[src/rtl/branch_resolve_unit_if.sv]
// Decode-stage branch resolution bus. The pipeline side (master) drives the
// decode instruction fields and the hazard/condition inputs. The branch
// resolve unit (slave) returns the execute enable, the stall and flush
// controls, and the PC/LR update strobes.
interface branch_resolve_unit_if #(
    parameter int PC_W = 32
);
    logic            id_valid;
    logic            id_is_branch;
    logic            id_link;
    logic [23:0]     id_imm24;
    logic [PC_W-1:0] id_pc;
    logic            ex_s_pending;
    logic            cond_pass;
    logic            exec_en;
    logic            stall;
    logic            flush;
    logic            pc_ld;
    logic [PC_W-1:0] pc_target;
    logic            lr_we;
    logic [PC_W-1:0] lr_data;

    modport master (
        output id_valid, id_is_branch, id_link, id_imm24, id_pc,
               ex_s_pending, cond_pass,
        input  exec_en, stall, flush, pc_ld, pc_target, lr_we, lr_data
    );

    modport slave (
        input  id_valid, id_is_branch, id_link, id_imm24, id_pc,
               ex_s_pending, cond_pass,
        output exec_en, stall, flush, pc_ld, pc_target, lr_we, lr_data
    );
endinterface

[src/rtl/branch_resolve_unit.sv]
// Branch resolve unit. Gates execution of the decode instruction on the
// condition test. Inserts one stall cycle when the instruction in execute is
// about to load the flags. For a taken B/BL it loads the PC, writes LR for BL
// and holds flush for FLUSH_CYCLES cycles so the younger slots are discarded.
module branch_resolve_unit #(
    parameter int FLUSH_CYCLES = 2,
    parameter int PC_W         = 32
) (
    input  logic                  clk,
    input  logic                  reset_n,
    branch_resolve_unit_if.slave  bus
);
    typedef enum logic [1:0] {
        IDLE      = 2'd0,
        FLAG_WAIT = 2'd1,
        FLUSH     = 2'd2
    } state_t;

    state_t          state, state_nxt;
    logic [2:0]      fcnt;
    logic            resolve;
    logic            take;
    logic            stall_c;
    logic            exec_c;
    logic [PC_W-1:0] target_c;
    logic [PC_W-1:0] link_c;
    logic            flush_q;
    logic            pc_ld_q;
    logic            lr_we_q;
    logic [PC_W-1:0] pc_target_q;
    logic [PC_W-1:0] lr_data_q;

    // Branch target is PC+8 plus the sign-extended word offset; both sums
    // wrap modulo 2^PC_W.
    assign target_c = bus.id_pc + PC_W'(8) + PC_W'($signed({bus.id_imm24, 2'b00}));
    assign link_c   = bus.id_pc + PC_W'(4);

    // Next-state decode: hazard detection, resolve point and flush exit.
    always_comb begin
        // NOTE: every variable gets a default first so no path leaves it unassigned and infers a latch.
        state_nxt = state;
        stall_c   = 1'b0;
        exec_c    = 1'b0;
        resolve   = 1'b0;
        case (state)
            IDLE: begin
                if (bus.id_valid) begin
                    if (bus.ex_s_pending) begin
                        // Flags are stale this cycle, so cond_pass is not trusted.
                        stall_c   = 1'b1;
                        state_nxt = FLAG_WAIT;
                    end else begin
                        resolve = 1'b1;
                    end
                end
            end
            FLAG_WAIT: begin
                // EX now holds the bubble, so ex_s_pending is irrelevant here.
                if (bus.id_valid) resolve = 1'b1;
                else              state_nxt = IDLE;
            end
            FLUSH: begin
                if (fcnt <= 3'd1) state_nxt = IDLE;
            end
            default: state_nxt = IDLE;
        endcase
        take = resolve & bus.id_is_branch & bus.cond_pass;
        if (resolve) begin
            exec_c    = bus.cond_pass;
            state_nxt = take ? FLUSH : IDLE;
        end
    end

    // Combinational outputs are forced low while reset is asserted.
    assign bus.stall     = stall_c & reset_n;
    assign bus.exec_en   = exec_c & reset_n;
    assign bus.flush     = flush_q;
    assign bus.pc_ld     = pc_ld_q;
    assign bus.lr_we     = lr_we_q;
    assign bus.pc_target = pc_target_q;
    assign bus.lr_data   = lr_data_q;

    // State register and flush counter.
    always_ff @(posedge clk or negedge reset_n) begin
        // NOTE: state uses non-blocking assignments so every flop samples pre-edge values.
        if (!reset_n) begin
            state <= IDLE;
            fcnt  <= 3'd0;
        end else begin
            state <= state_nxt;
            if (take)                fcnt <= 3'(FLUSH_CYCLES);
            else if (state == FLUSH) fcnt <= fcnt - 3'd1;
        end
    end

    // Registered strobes plus the target/return-address holding registers.
    always_ff @(posedge clk or negedge reset_n) begin
        // NOTE: pc_target/lr_data are reset too, so a reset mid-branch leaves no stale address.
        if (!reset_n) begin
            flush_q     <= 1'b0;
            pc_ld_q     <= 1'b0;
            lr_we_q     <= 1'b0;
            pc_target_q <= '0;
            lr_data_q   <= '0;
        end else begin
            flush_q <= (state_nxt == FLUSH);
            pc_ld_q <= take;
            lr_we_q <= take & bus.id_link;
            if (take)               pc_target_q <= target_c;
            if (take & bus.id_link) lr_data_q   <= link_c;
        end
    end
endmodule

[src/flat_wrapper.sv]
// flat-port wrapper written by rule: the top's interface ports become plain ports
module branch_resolve_unit_flat 
#(
    parameter int FLUSH_CYCLES = 2,
    parameter int PC_W         = 32
)
  (clk, reset_n, bus_id_valid, bus_id_is_branch, bus_id_link, bus_id_imm24, bus_id_pc, bus_ex_s_pending, bus_cond_pass, bus_exec_en, bus_stall, bus_flush, bus_pc_ld, bus_pc_target, bus_lr_we, bus_lr_data);
  branch_resolve_unit_if #(.PC_W(PC_W)) bus_i ();
  input  logic clk;
  input  logic reset_n;
  input wire logic [$bits(bus_i.id_valid)-1:0] bus_id_valid;
  input wire logic [$bits(bus_i.id_is_branch)-1:0] bus_id_is_branch;
  input wire logic [$bits(bus_i.id_link)-1:0] bus_id_link;
  input wire logic [$bits(bus_i.id_imm24)-1:0] bus_id_imm24;
  input wire logic [$bits(bus_i.id_pc)-1:0] bus_id_pc;
  input wire logic [$bits(bus_i.ex_s_pending)-1:0] bus_ex_s_pending;
  input wire logic [$bits(bus_i.cond_pass)-1:0] bus_cond_pass;
  output wire logic [$bits(bus_i.exec_en)-1:0] bus_exec_en;
  output wire logic [$bits(bus_i.stall)-1:0] bus_stall;
  output wire logic [$bits(bus_i.flush)-1:0] bus_flush;
  output wire logic [$bits(bus_i.pc_ld)-1:0] bus_pc_ld;
  output wire logic [$bits(bus_i.pc_target)-1:0] bus_pc_target;
  output wire logic [$bits(bus_i.lr_we)-1:0] bus_lr_we;
  output wire logic [$bits(bus_i.lr_data)-1:0] bus_lr_data;
  assign bus_i.id_valid = bus_id_valid;
  assign bus_i.id_is_branch = bus_id_is_branch;
  assign bus_i.id_link = bus_id_link;
  assign bus_i.id_imm24 = bus_id_imm24;
  assign bus_i.id_pc = bus_id_pc;
  assign bus_i.ex_s_pending = bus_ex_s_pending;
  assign bus_i.cond_pass = bus_cond_pass;
  assign bus_exec_en = bus_i.exec_en;
  assign bus_stall = bus_i.stall;
  assign bus_flush = bus_i.flush;
  assign bus_pc_ld = bus_i.pc_ld;
  assign bus_pc_target = bus_i.pc_target;
  assign bus_lr_we = bus_i.lr_we;
  assign bus_lr_data = bus_i.lr_data;
  branch_resolve_unit #(.FLUSH_CYCLES(FLUSH_CYCLES), .PC_W(PC_W)) u_core (.clk(clk), .reset_n(reset_n), .bus(bus_i));
endmodule
[config.mk]
export PLATFORM = sky130hd
export DESIGN_NAME = branch_resolve_unit_flat
export DESIGN_NICKNAME = d
export VERILOG_FILES = /design/src/rtl/branch_resolve_unit_if.sv /design/src/rtl/branch_resolve_unit.sv /design/src/flat_wrapper.sv
export SDC_FILE = /design/constraint.sdc
export NUM_CORES = 1
export LEC_CHECK = 0
export CAP_MARGIN = 25
export CORE_UTILIZATION = 50
export CTS_BUF_LIST = sky130_fd_sc_hd__clkbuf_4 sky130_fd_sc_hd__clkbuf_8
export DETAILED_ROUTE_END_ITERATION = 7
export GPL_ROUTABILITY_DRIVEN = 0
export GPL_TIMING_DRIVEN = 0
export PLACE_DENSITY = 0.83
export SLEW_MARGIN = 0
export SYNTH_ARGS = -nofsm -noshare
export SYNTH_HDL_FRONTEND = slang
export SYNTH_SLANG_ARGS = --single-unit
[constraint.sdc]
create_clock -name clk -period 1.71 [get_ports clk]
set_input_delay 0.2565 -clock clk [delete_from_list [all_inputs] [get_ports clk]]
set_output_delay 0.2565 -clock clk [all_outputs]
set_load 0.03 [all_outputs]
### After elaboration in Yosys (flattened, before gate mapping)

Index checks and enable logic that the tools add are counted.

* add/subtract/negate cells: 4
* $lt $le $gt $ge: 1
* equal/unequal tests: 3
* mux-type cells: 17
* bitwise gates (word level): 5
* reductions and logical operators: 2

Operators with widths (count)
* $add 32x3->32 const B: 1
* $add 32x32->32: 1
* $add 32x4->32 const B: 1
* $mux 2: 6
* $mux 1: 7
* $mux 3: 2
* $pmux 2 s3: 1
* $and 1x1->1: 5
* $eq 2x2->1 const B: 2
* $le 3x1->1 const B: 1
* $sub 3x1->3 const B: 1
* $eq 2x1->1 const B: 1
* $logic_not 2->1: 1
* $pmux 1 s2: 1
* $reduce_bool 2->1: 1

* bits in registers: 72
* output and inout bits: 69
* logic and storage cells: 39

### Longest topological paths before layout

Gate-level depths: netlist of run 1.

* depth in word-level cells: 8
* depth in mapped cells: 12

### Least setup slack after synthesis of run 1

Ideal clock, no wire load.

* kind: input-to-reg
* from: in bus_id_pc[3]
* to: reg u_core.pc_target_q[21] (netlist: u_core.bus.pc_target[21])
* arrival: 2440 ps
* data required time: 1580 ps
* slack: -860 ps
* stages on the path: 12
* buffers on the path: 0
* cell sequence: inv_1 -> ha_1 -> inv_1 -> ha_1 -> fa_1 -> a21o_1 -> a311oi_2 -> o211ai_1 -> a21oi_1 -> o221ai_1 -> xnor2_1 -> o21ai_1

* word-level cells in the longest chain between the ends: 2

Ends and longest elaborated chain
* from (decl): line flat_wrapper.sv:15 `input wire logic [$bits(bus_i.id_pc)-1:0] bus_id_pc;`
* $add 32x4->32: line branch_resolve_unit.sv:35 `assign target_c = bus.id_pc + PC_W'(8) + PC_W'($signed({bus.id_imm24, 2'b00}));`
* $add 32x32->32: line branch_resolve_unit.sv:35
* to (signal assigned): line branch_resolve_unit.sv:109 `if (take) pc_target_q <= target_c;`
* to (decl): line branch_resolve_unit.sv:30 `logic [PC_W-1:0] pc_target_q;`

Every way passes these cells.
A chain may end at the register's enable or synchronous reset.

### Worst setup path after layout of run 1

Same ends and word-level chain as after synthesis.

==> out/qor.yml, run 1 <==
outcome: "finished with violations"
violations: "negative setup slack"
grt_pass1_vias: 5434
clock_latency_ns: 0.37
drc_errors: 0
postRouteAntennaNets: 0
max_cap_violations: 0
detail_route.wirelength.met1_um: 7290
maxSlewViolCount: 0
grt_overflow: 0
vdd.ir_drop.worst_uv: 825
synthTopCellsByCount: "nand2_1, dfrtp_1, ha_1"
wl_per_cell_um: 22.0
fp-row-count: 36
r2r-end: "u_core.bus.pc_target[26]"
routed_via_density: 6.30
leakagePower_nw: 3.73
skew_ns: 0.0143
period_share: 1.46
ios: 132
die_w_um: 103
wirelength_um: 20200
fillers: 510
ys_types: 58
cp_slowest_cell: "fa_2"
r2r-start: "u_core.state[1]"
fin_crit_ns: 2.49
layout-drive-gt1-share: 0.288
cpMostUsedCell: "ha_4"
worst_slew_pin_slew_ns: 0.537
via_count: 5773
top_layer: "met4"
die_area_mm2: 0.0107
yosysTopAreaCell: "dfrtp_1"
track_usage: 0.346
core_mm2: 0.00986
die_height_um: 103
cts_sinks: 72
cp.arrival_ns: 2.74
fmax_mhz: 401
finalSetupTns_ns: -14.17
hold_viol_final: 0
area_growth_pct: 60.7
drt_iter0_drc: 459
critical_path_peak_fanout: 4
netlist_instances: 585
fin_cells: 917
synth_top_flop_cell: "dfrtp_1"
crit_chain: "buf_12 -> inv_8 -> ha_4 -> inv_4 -> ha_4 -> fa_2 -> a21o_1 -> a311oi_4 -> o211ai_1 -> a21oi_2 -> o221ai_2 -> xnor2_1 -> o21ai_1"
dp.final_hpwl_um: 11600
reg2reg_slack_ns: -0.05
worstPathRequired_ns: 1.96
cpPeakStageDelay_ns: 0.39
start_util: 0.520
p_per_area_mw_per_mm2: 1190
synth_most_common_cell: "nand2_1"
worstSetupPathType: "input port to register"
worst_hold_path_type: "input port to register"
final_nets: 900
setup_slack_ns: -0.781
cts_tree: "built"
wl_met3_um: 1710
place_inst: 850
endpoint: "u_core.bus.pc_target[21]"
cts-buffers-inserted: 9
ys_ff_latch: 72
crit_start: "bus_id_pc[3]"
slew_headroom: 0.641
cts.path.max_buffers: 2
async_reset_ff_frac: 1.00
cts-htree-levels: 3
synth_area_per_cell_um2: 8.76
rsz0062_at_grt: "yes"
synthesis.area_mm2: 0.00513
worstSetupEndpointType: "register"
synth_fp_nets: 708
grt_start_max_net_pins: 74
grt_pass1_wl_um: 27600
synth_warnings: 0
synth.area.top_cells: "dfrtp_1, ha_1, nand2_1"
setup_viol: 28
synth_top_area_share: 0.351
synth_seq_area_share: 0.351
wl_met2_um: 9730
portBuffers: 131
reg2reg_depth: 5
grt_antenna_before_repair: 1
clk_pin_slew_worst_paths_ns: 0.09
synth_edf_count: 0
drtPass1Iterations: 8
crit_path_start_kind: "input port"
root_buffer: "clkbuf_8"
-- per-stage QoR --
step | utilization | hold WS, ns | setup WS [ns] | area (um^2) | total power, mW
finish | 0.835 | 0.196 | -0.781 | 8240 | 9.78
global route | 0.835 | 0.216 | -0.825 | 8240 | 10.2
CTS | 0.804 | 0.193 | -0.762 | 7930 | 9.35
detailed placement | 0.710 | 0.0563 | -1.75 | 7010 | 7.22
global placement | 0.708 | 0.457 | -2.69 | 6980 | 7.07
floorplan | - | -0.0391 | -0.704 | 5500 | 5.34
-- area by class of cell --
type                    instances  area, um^2  share of cell area
diodes                          2        5.00            0.000607
multi-input cells             471        4030               0.489
clock buffers                  10         138              0.0167
plain buffers                  17         155              0.0188
clock inverters                 6         115              0.0140
flip-flops and latches         72        1800               0.219
repair buffers                188        1750               0.212
inverters                      18        82.6              0.0100
well taps                     133         166              0.0202
-- routing by layer --
metal  track usage  vias up
met1         0.397     2749
met3        0.0504      153
met2         0.597      404
met4         0.237        0
li1              -     2467
met5             0        -
-- placed cells by master (no fill, tap or decap), types with 5 or more instances in the layout --
| cell | n |
|---|---|
| clkdlybuf4s50_1 | 74 |
| xnor2_1 | 22 |
| nand4_1 | 12 |
| inv_1 | 12 |
| buf_2 | 11 |
| nand3_1 | 15 |
| buf_6 | 22 |
| o21a_1 | 6 |
| xnor2_2 | 5 |
| o21ai_2 | 5 |
| nand2_1 | 101 |
| clkbuf_2 | 10 |
| o21ai_0 | 25 |
| nor2_1 | 26 |
| clkbuf_8 | 10 |
| ha_4 | 35 |
| a21oi_4 | 6 |
| xor2_1 | 23 |
| buf_4 | 42 |
| a21o_1 | 14 |
| o21ai_1 | 35 |
| a21oi_1 | 11 |
| o211ai_1 | 6 |
| ha_1 | 20 |
| and3_1 | 8 |
| dfrtp_1 | 72 |
| dlygate4sd2_1 | 21 |
| a21oi_2 | 13 |
| dlymetal6s2s_1 | 13 |
-- state kept, by name, summed over array words and instances (netlist names) --
register,count
u_core.bus.lr_data,32
u_core.bus.pc_target,32
u_core.fcnt,3
u_core.state,2
u_core.bus.flush,1
u_core.bus.lr_we,1
u_core.bus.pc_ld,1
-- cells by family after synthesis --
group,Yosys count,synth area share
adders and majority gates,60,0.148
and+or+nand+nor,203,0.183
xor gates and xnor gates,51,0.0871
DFF,72,0.351
AOI/OAI and AO/OA,155,0.195
muxes,2,0.00415
buffers and inverters,42,0.0317
-- report_power, final --
part	internal [mW]	leakage [nW]	switching (mW)
Clock	1.02	0.123	0.747
Combinational	2.29	2.69	3.00
Sequential	2.33	0.912	0.393
-- how the worst min path moves through the flow --
stage / startpoint / to / slack [ns] / cells past startpoint
after floorplan: reset_n / u_core.bus.flush / -0.04 / 0
after global placement: u_core.bus.pc_target[1] / u_core.bus.pc_target[1] / 0.46 / 2
after detailed placement: reset_n / u_core.bus.pc_target[8] / 0.06 / 1
after CTS: bus_id_pc[2] / u_core.bus.lr_data[2] / 0.19 / 2
after global routing: bus_id_pc[2] / u_core.bus.lr_data[2] / 0.22 / 2
final: bus_id_pc[2] / u_core.bus.lr_data[2] / 0.20 / 2
-- critical path, delay by kind of cell --
family | cells | cell delay (ns)
compound gates | 6 | 1.29
fa+ha+maj | 3 | 0.80
xor+xnor | 1 | 0.24
buf+inv | 3 | 0.15
-- repair_timing --
action | in CTS | in global routing
pin swaps | 56 | 33
gates resized for setup | 189 | 99
endpoints found under the setup margin | 73 | 70
hold buffers | 1 | 2
endpoints found under the hold margin | 72 | 36
gates cloned | 0 | 2
buffers inserted | 39 | 15
Note: power is estimated with default switching activity, not from simulation.
==> run 2: changes to the inputs <==
--- a/config.mk
+++ b/config.mk
@@ -5,13 +5,13 @@
 export SDC_FILE = /design/constraint.sdc
 export NUM_CORES = 1
 export LEC_CHECK = 0
+export ABC_AREA = 1
 export CAP_MARGIN = 25
 export CORE_UTILIZATION = 50
-export CTS_BUF_LIST = sky130_fd_sc_hd__clkbuf_4 sky130_fd_sc_hd__clkbuf_8
 export DETAILED_ROUTE_END_ITERATION = 7
 export GPL_ROUTABILITY_DRIVEN = 0
 export GPL_TIMING_DRIVEN = 0
-export PLACE_DENSITY = 0.83
+export PLACE_DENSITY = 0.8
 export SLEW_MARGIN = 0
 export SYNTH_ARGS = -nofsm -noshare
 export SYNTH_HDL_FRONTEND = slang
==> run 2 against run 1 <==
Against the previous run: the run still ends with negative setup slack left; die area is 15% higher; global-route usage shrank 0.79 points; synthesized cell count up 49%; critical path depth increased by 1; sequential power down 3%; flip-flop and latch count is the same; highest routed layer unchanged; count of clock-buffer cells in the layout did not move; critical path type unchanged; sequential share of layout area is 1.8 points lower.
==> out/qor.yml, run 2 <==
grt_start_max_net_pins: 35  # was 74
clk_pin_slew_worst_paths_ns: 0.07  # was 0.09 ns
maxSlewViolCount: 0  # unchanged
netlist_instances: 869  # was 585
vdd.ir_drop.worst_uv: 908  # was 825 uV
worstSetupPathType: "input port to register"  # unchanged
synth_edf_count: 0  # unchanged
track_usage: 0.338  # was 0.346
worstPathRequired_ns: 1.96  # about the same
portBuffers: 131  # unchanged
die_area_mm2: 0.0122  # was 0.0107 mm^2
layout_commonest_cell: "nand2_1"  # unchanged
leakagePower_nw: 4.33  # was 3.73 nW
cts-htree-levels: 3  # unchanged
crit_start: "bus_id_pc[13]"  # was bus_id_pc[3]
wl_per_cell_um: 20.6  # was 22.0 um
dp.final_hpwl_um: 13100  # was 11600 um
drc_errors: 0  # unchanged
register_area_mm2: 0.00180  # unchanged
r2r-start: "u_core.state[1]"  # unchanged
via_count: 7157  # was 5773
postRouteAntennaNets: 0  # unchanged
power_mw: 9.66  # was 9.78 mW
cts_tree: "built"  # unchanged
r2r-end: "u_core.bus.pc_target[31]"  # was u_core.bus.pc_target[26]
ys_ff_latch: 72  # unchanged
synth_fp_nets: 992  # was 708
worst_slew_pin_slew_ns: 0.910  # was 0.537 ns
skew_ns: 0.00633  # was 0.0143 ns
synthesis.area_mm2: 0.00590  # was 0.00513 mm^2
ios: 132  # unchanged
mostFrequentLayoutCells: "nand2_1, inv_1, clkdlybuf4s50_1, dfrtp_1, ha_4"  # was nand2_1, clkdlybuf4s50_1, dfrtp_1, buf_4
die_height_um: 111  # was 103 um
crit_path_start_kind: "input port"  # unchanged
grt_antenna_before_repair: 0  # was 1
drt_iter0_drc: 1096  # was 459
root_buffer: "clkbuf_16"  # was clkbuf_8
synth_top_area_share: 0.305  # was 0.351
clock_latency_ns: 0.35  # was 0.37 ns
start_util: 0.514  # was 0.520
ys_types: 35  # was 58
fmax_mhz: 481  # was 401 MHz
die_w_um: 111  # was 103 um
period_share: 1.22  # was 1.46
place_inst: 1144  # was 850
violations: "negative setup slack"  # unchanged
fillers: 682  # was 510
area_growth_pct: 52.3  # was 60.7%
synth_warnings: 0  # unchanged
cts_sinks: 72  # unchanged
reg2reg_depth: 7  # was 5
reg2reg_slack_ns: -0.02  # was -0.05 ns
antenna-diode-count: 0  # was 2
fp-row-count: 39  # was 36
synth_most_common_cell: "nand2_1"  # unchanged
utilization: 0.784  # was 0.835
slew_headroom: 0.391  # was 0.641
synth_seq_area_share: 0.305  # was 0.351
wirelength_um: 24400  # was 20200 um
multiInputGateArea_mm2: 0.00475  # was 0.00403 mm^2
outcome: "finished with violations"  # unchanged
endpoint: "u_core.bus.pc_target[29]"  # was u_core.bus.pc_target[21]
setup_viol: 17  # was 28
synth_top_flop_cell: "dfrtp_1"  # unchanged
setup_slack_ns: -0.368  # was -0.781 ns
yosysTopAreaCell: "dfrtp_1"  # unchanged
cts.path.max_buffers: 2  # unchanged
cts-buffers-inserted: 9  # unchanged
fin_cells: 1186  # was 917
synth.area.top_cells: "dfrtp_1, nand2_1, ha_1"  # was dfrtp_1, ha_1, nand2_1
cp.arrival_ns: 2.32  # was 2.74 ns
hold_viol_final: 0  # unchanged
max_cap_violations: 0  # unchanged
finalSetupTns_ns: -2.74  # was -14.17 ns
layout-drive-gt1-share: 0.272  # was 0.288
synthTopCellsByCount: "nand2_1, inv_1, dfrtp_1"  # was nand2_1, dfrtp_1, ha_1
p_per_area_mw_per_mm2: 1070  # was 1190 mW/mm^2
worst_hold_path_type: "input port to register"  # unchanged
async_reset_ff_frac: 1.00  # unchanged
drtPass1Iterations: 7  # was 8
routed_via_density: 6.03  # was 6.30
grt_pass1_wl_um: 32600  # was 27600 um
rsz0062_at_grt: "yes"  # unchanged
final_nets: 1161  # was 900
worstSetupEndpointType: "register"  # unchanged
fin_crit_ns: 2.08  # was 2.49 ns
dp_worst_setup_slack_ns: -1.12  # was -1.75 ns
grt_overflow: 0  # unchanged
grt_pass1_vias: 6525  # was 5434
core_mm2: 0.0115  # was 0.00986 mm^2
critical_path_peak_fanout: 4  # unchanged
synth_area_per_cell_um2: 6.79  # was 8.76 um^2
run 2: changes by cell type in the layout (fill, tap and decap cells not counted), moves of 14 or more:
cell / change
buf_4: -21
buf_6: -21
ha_1: -16
ha_4: +19
inv_1: +89
nand2_1: +210
nand2_2: +43
nand3_2: +14
nor2_1: +15
nor2_4: +14
o21ai_1: -23
run 2: kinds of logic after synthesis:
logic type | Yosys count | share of synthesized area
AND/OR/NAND/NOR | 513 | 0.373
adder cells (fa/ha/maj) | 60 | 0.129
XOR/XNOR | 40 | 0.0594
buffers and inverters | 129 | 0.0842
flip-flops | 72 | 0.305
AO/OA/AOI/OAI | 55 | 0.0498
run 2: stage by stage:
| step | cell area, um^2 | hold WS [ns] |
|---|---|---|
| 2_1_floorplan | 6030 | -0.0391 |
| 3_3_place_gp | 7520 | 0.446 |
| 3_5_place_dp | 7530 | 0.235 |
| 4_1_cts | 8670 | 0.251 |
| 5_1_grt | 8990 | 0.264 |
| 6_report | 8990 | 0.254 |
run 2: worst max-delay path, cell delays in order:
cell,delay (ns)
clkdlybuf4s15_2,0.25
ha_4,0.28
ha_4,0.34
nand2_4,0.10
inv_1,0.12
nand2_1,0.14
inv_2,0.12
nand2_1,0.09
nor2_1,0.14
nand2_1,0.15
nand2_1,0.12
nand2_1,0.08
nand3_2,0.08
nand2_1,0.05
run 2: what timing repair did:
action                                  CTS  global route
endpoints found under the hold margin    34             0
buffers inserted                          8            12
gates resized for setup                 221           147
pin swaps                                34            53
endpoints found under the setup margin   37            61
cloned                                    1             0
hold buffers                              5             0
run 2: layout make-up:
cell class	instances	share of cell area
flip-flops and latches	72	0.201
inverters	116	0.0498
clock inverters	6	0.00752
clock buffers	10	0.0266
well taps	143	0.0199
plain buffers	13	0.00696
multi-input cells	668	0.528
repair buffers	158	0.160
run 2: worst min path at each step:
| stage | startpoint | end | slack [ns] | depth (start not counted) |
|---|---|---|---|---|
| 2_1_floorplan | reset_n | u_core.bus.flush | -0.04 | 0 |
| 3_3_place_gp | u_core.state[1] | u_core.state[0] | 0.45 | 1 |
| 3_5_place_dp | reset_n | u_core.bus.lr_data[5] | 0.23 | 1 |
| 4_1_cts | bus_id_pc[2] | u_core.bus.lr_data[2] | 0.25 | 2 |
| 5_1_grt | bus_id_pc[2] | u_core.bus.lr_data[2] | 0.26 | 2 |
| 6_report | bus_id_pc[2] | u_core.bus.lr_data[2] | 0.25 | 2 |
run 2: power by group:
| part | internal [mW] | total, mW | switching [mW] |
|---|---|---|---|
| logic | 2.08 | 5.06 | 2.98 |
| clock network | 1.17 | 1.98 | 0.801 |
| registers | 2.28 | 2.63 | 0.347 |
run 2: routing by layer:
metal	wire (um)	global-route usage
met5	0	0
met4	2080	0.192
met3	2670	0.0714
met2	10800	0.538
met1	8850	0.424
==> run 3: changes to the inputs <==
--- a/config.mk
+++ b/config.mk
@@ -7,11 +7,11 @@
 export LEC_CHECK = 0
 export ABC_AREA = 1
 export CAP_MARGIN = 25
-export CORE_UTILIZATION = 50
+export CORE_UTILIZATION = 52
 export DETAILED_ROUTE_END_ITERATION = 7
 export GPL_ROUTABILITY_DRIVEN = 0
 export GPL_TIMING_DRIVEN = 0
-export PLACE_DENSITY = 0.8
+export PLACE_DENSITY = 0.83
 export SLEW_MARGIN = 0
 export SYNTH_ARGS = -nofsm -noshare
 export SYNTH_HDL_FRONTEND = slang
==> run 3 against run 2 <==
Against the previous run: the run ends with design-rule violations, negative hold slack, negative setup slack left; die area decreased by 3.8%; first-iteration DRC count increased by 26%; non-clock buffer count increased by 4; hold slack got worse by 0.46 ns; largest cell class unchanged; total power increased by 0.62%; largest power group unchanged; combinational power increased by 4.2%.
==> out/qor.yml, run 3 (synthesized netlist as in run 2, its figures left out) <==
outcome: "finished with violations"  # unchanged
violations: "design-rule violations, negative hold slack, negative setup slack"  # was negative setup slack
drc_errors: 12  # was 0
worst_slew_pin_slew_ns: 0.510  # was 0.910 ns
power_mw: 9.72  # was 9.66 mW
critical-path-top-delay-family: "simple AND/OR/NAND/NOR gates"  # unchanged
worstSetupEndpointType: "register"  # unchanged
hold_viol_final: 72  # was 0
grt_pass1_wl_um: 33600  # was 32600 um
ios: 132  # unchanged
fmax_mhz: 482  # was 481 MHz
grt_pass1_vias: 6619  # was 6525
postRouteAntennaNets: 0  # unchanged
root_buffer: "clkbuf_16"  # unchanged
multiInputGateArea_mm2: 0.00480  # was 0.00475 mm^2
fin_crit_ns: 2.07  # was 2.08 ns
rsz0062_at_grt: "yes"  # unchanged
register_area_mm2: 0.00180  # unchanged
dp.final_hpwl_um: 13000  # was 13100 um
max_cap_violations: 0  # unchanged
crit_path_start_kind: "input port"  # unchanged
area_growth_pct: 52.2  # was 52.3%
grt_overflow: 0  # unchanged
clock_latency_ns: 0.36  # was 0.35 ns
routed_via_density: 6.46  # was 6.03
cpPeakStageDelay_ns: 0.31  # was 0.34 ns
cts-buffers-inserted: 9  # unchanged
core_mm2: 0.0109  # was 0.0115 mm^2
leakagePower_nw: 4.33  # about the same
die_height_um: 109  # was 111 um
worst_hold_path_type: "input port to asynchronous set/reset pin"  # was input port to register
layout_commonest_cell: "nand2_1"  # unchanged
setup_viol: 13  # was 17
grt_antenna_before_repair: 0  # unchanged
clk_pin_slew_worst_paths_ns: 0.06  # was 0.07 ns
fillers: 577  # was 682
skew_ns: 0.0118  # was 0.00633 ns
track_usage: 0.376  # was 0.338
vdd.ir_drop.worst_uv: 782  # was 908 uV
via_count: 7663  # was 7157
slew_headroom: 0.657  # was 0.391
cts_tree: "built"  # unchanged
worstPathRequired_ns: 1.94  # was 1.96 ns
cts.path.max_buffers: 2  # unchanged
period_share: 1.21  # was 1.22
finalSetupTns_ns: -2.47  # was -2.74 ns
cts-htree-levels: 3  # unchanged
crit_chain: "clkdlybuf4s15_2 -> ha_4 -> ha_4 -> nand2_2 -> nor2_2 -> nand2_1 -> inv_1 -> nand2_1 -> nand3_1 -> nand2_1 -> nand3_1 -> nand2_1"  # was clkdlybuf4s15_2 -> ha_4 -> ha_4 -> nand2_4 -> inv_1 -> nand2_1 -> inv_2 -> nand2_1 -> nor2_1 -> nand2_1 -> nand2_1 -> nand2_1 -> nand3_2 -> nand2_1
postPlaceCellArea_mm2: 0.00751  # was 0.00753 mm^2
die_w_um: 109  # was 111 um
wl_per_cell_um: 22.4  # was 20.6 um
dp_worst_setup_slack_ns: -1.15  # was -1.12 ns
fp-row-count: 38  # was 39
portBuffers: 131  # unchanged
final_nets: 1165  # was 1161
drt_iter0_drc: 1380  # was 1096
critical_path_peak_fanout: 5  # was 4
whs_ns: -0.210  # was 0.254 ns
p_per_area_mw_per_mm2: 1080  # was 1070 mW/mm^2
cts_sinks: 72  # unchanged
cp.arrival_ns: 2.31  # was 2.32 ns
grt_start_max_net_pins: 74  # was 35
start_util: 0.539  # was 0.514
worstSetupPathType: "input port to register"  # unchanged
antenna-diode-count: 0  # unchanged
setup_slack_ns: -0.363  # was -0.368 ns
maxSlewViolCount: 0  # unchanged
final_area_mm2: 0.00898  # was 0.00899 mm^2
layout-drive-gt1-share: 0.299  # was 0.272
cp.buffers_inverters: 2  # was 3
die_area_mm2: 0.0118  # was 0.0122 mm^2
wirelength_um: 26600  # was 24400 um
mostFrequentLayoutCells: "nand2_1, inv_1, clkdlybuf4s50_1, dfrtp_1, ha_4"  # unchanged
cpMostUsedCell: "nand2_1"  # unchanged
cp_slowest_cell: "ha_4"  # unchanged
drtPass1Iterations: 8  # was 7
## run 3: metrics by stage
stage / instances / util
floorplan: 869 / -
global placement: 1140 / 0.687
detailed placement: 1140 / 0.687
CTS: 1170 / 0.787
global route: 1187 / 0.821
finish: 1187 / 0.821
## run 3: power by group
group	switching, mW	internal (mW)
Sequential	0.364	2.28
Clock	0.820	0.987
Combinational	3.12	2.15
## run 3: worst reg2reg max path: stages, from the launching register on
cell,delay [ns]
dfrtp_1,0.41
inv_1,0.10
nand4_2,0.15
nor2_4,0.21
clkbuf_4,0.26
buf_4,0.25
nand3_2,0.21
nand2_2,0.13
## run 3: cell type report
| class | count | share of cell area |
|---|---|---|
| plain buffers | 13 | 0.00767 |
| repair buffers | 162 | 0.157 |
| well taps | 140 | 0.0195 |
| clock inverters | 6 | 0.00502 |
| flip-flops and latches | 72 | 0.201 |
| inverters | 116 | 0.0502 |
| clock buffers | 10 | 0.0255 |
| multi-input cells | 668 | 0.535 |
## run 3: final timing paths
kind | startpoint | to | slack, ns | depth (start not counted)
worst max-delay path | bus_id_pc[23] | u_core.bus.pc_target[27] | -0.36 | 12
worst min-delay path | reset_n | u_core.fcnt[0] | -0.21 | 1
worst max register to register | u_core.state[1] | u_core.bus.pc_target[31] | -0.08 | 7
worst min register to register | u_core.bus.lr_data[29] | u_core.bus.lr_data[29] | 0.48 | 2
max in group asynchronous | reset_n | u_core.bus.lr_data[22] | 1.59 | 1
min in group clk | bus_id_pc[2] | u_core.bus.lr_data[2] | 0.24 | 2
## run 3: layer usage
layer | wire length (um) | share of wire | track usage | vias to the layer above
li1 | - | - | - | 3062
met1 | 8940 | 0.34 | 0.468 | 3432
met2 | 11400 | 0.43 | 0.595 | 871
met3 | 3690 | 0.14 | 0.0711 | 298
met4 | 2610 | 0.098 | 0.241 | 0
met5 | 0 | 0 | 0 | -
## run 3: repair_timing
item                       in CTS  in global routing
resized for setup             234                188
buffers inserted               14                 18
pin swaps                      45                 68
hold endpoints to repair       72                 72
setup endpoints to repair      37                 61
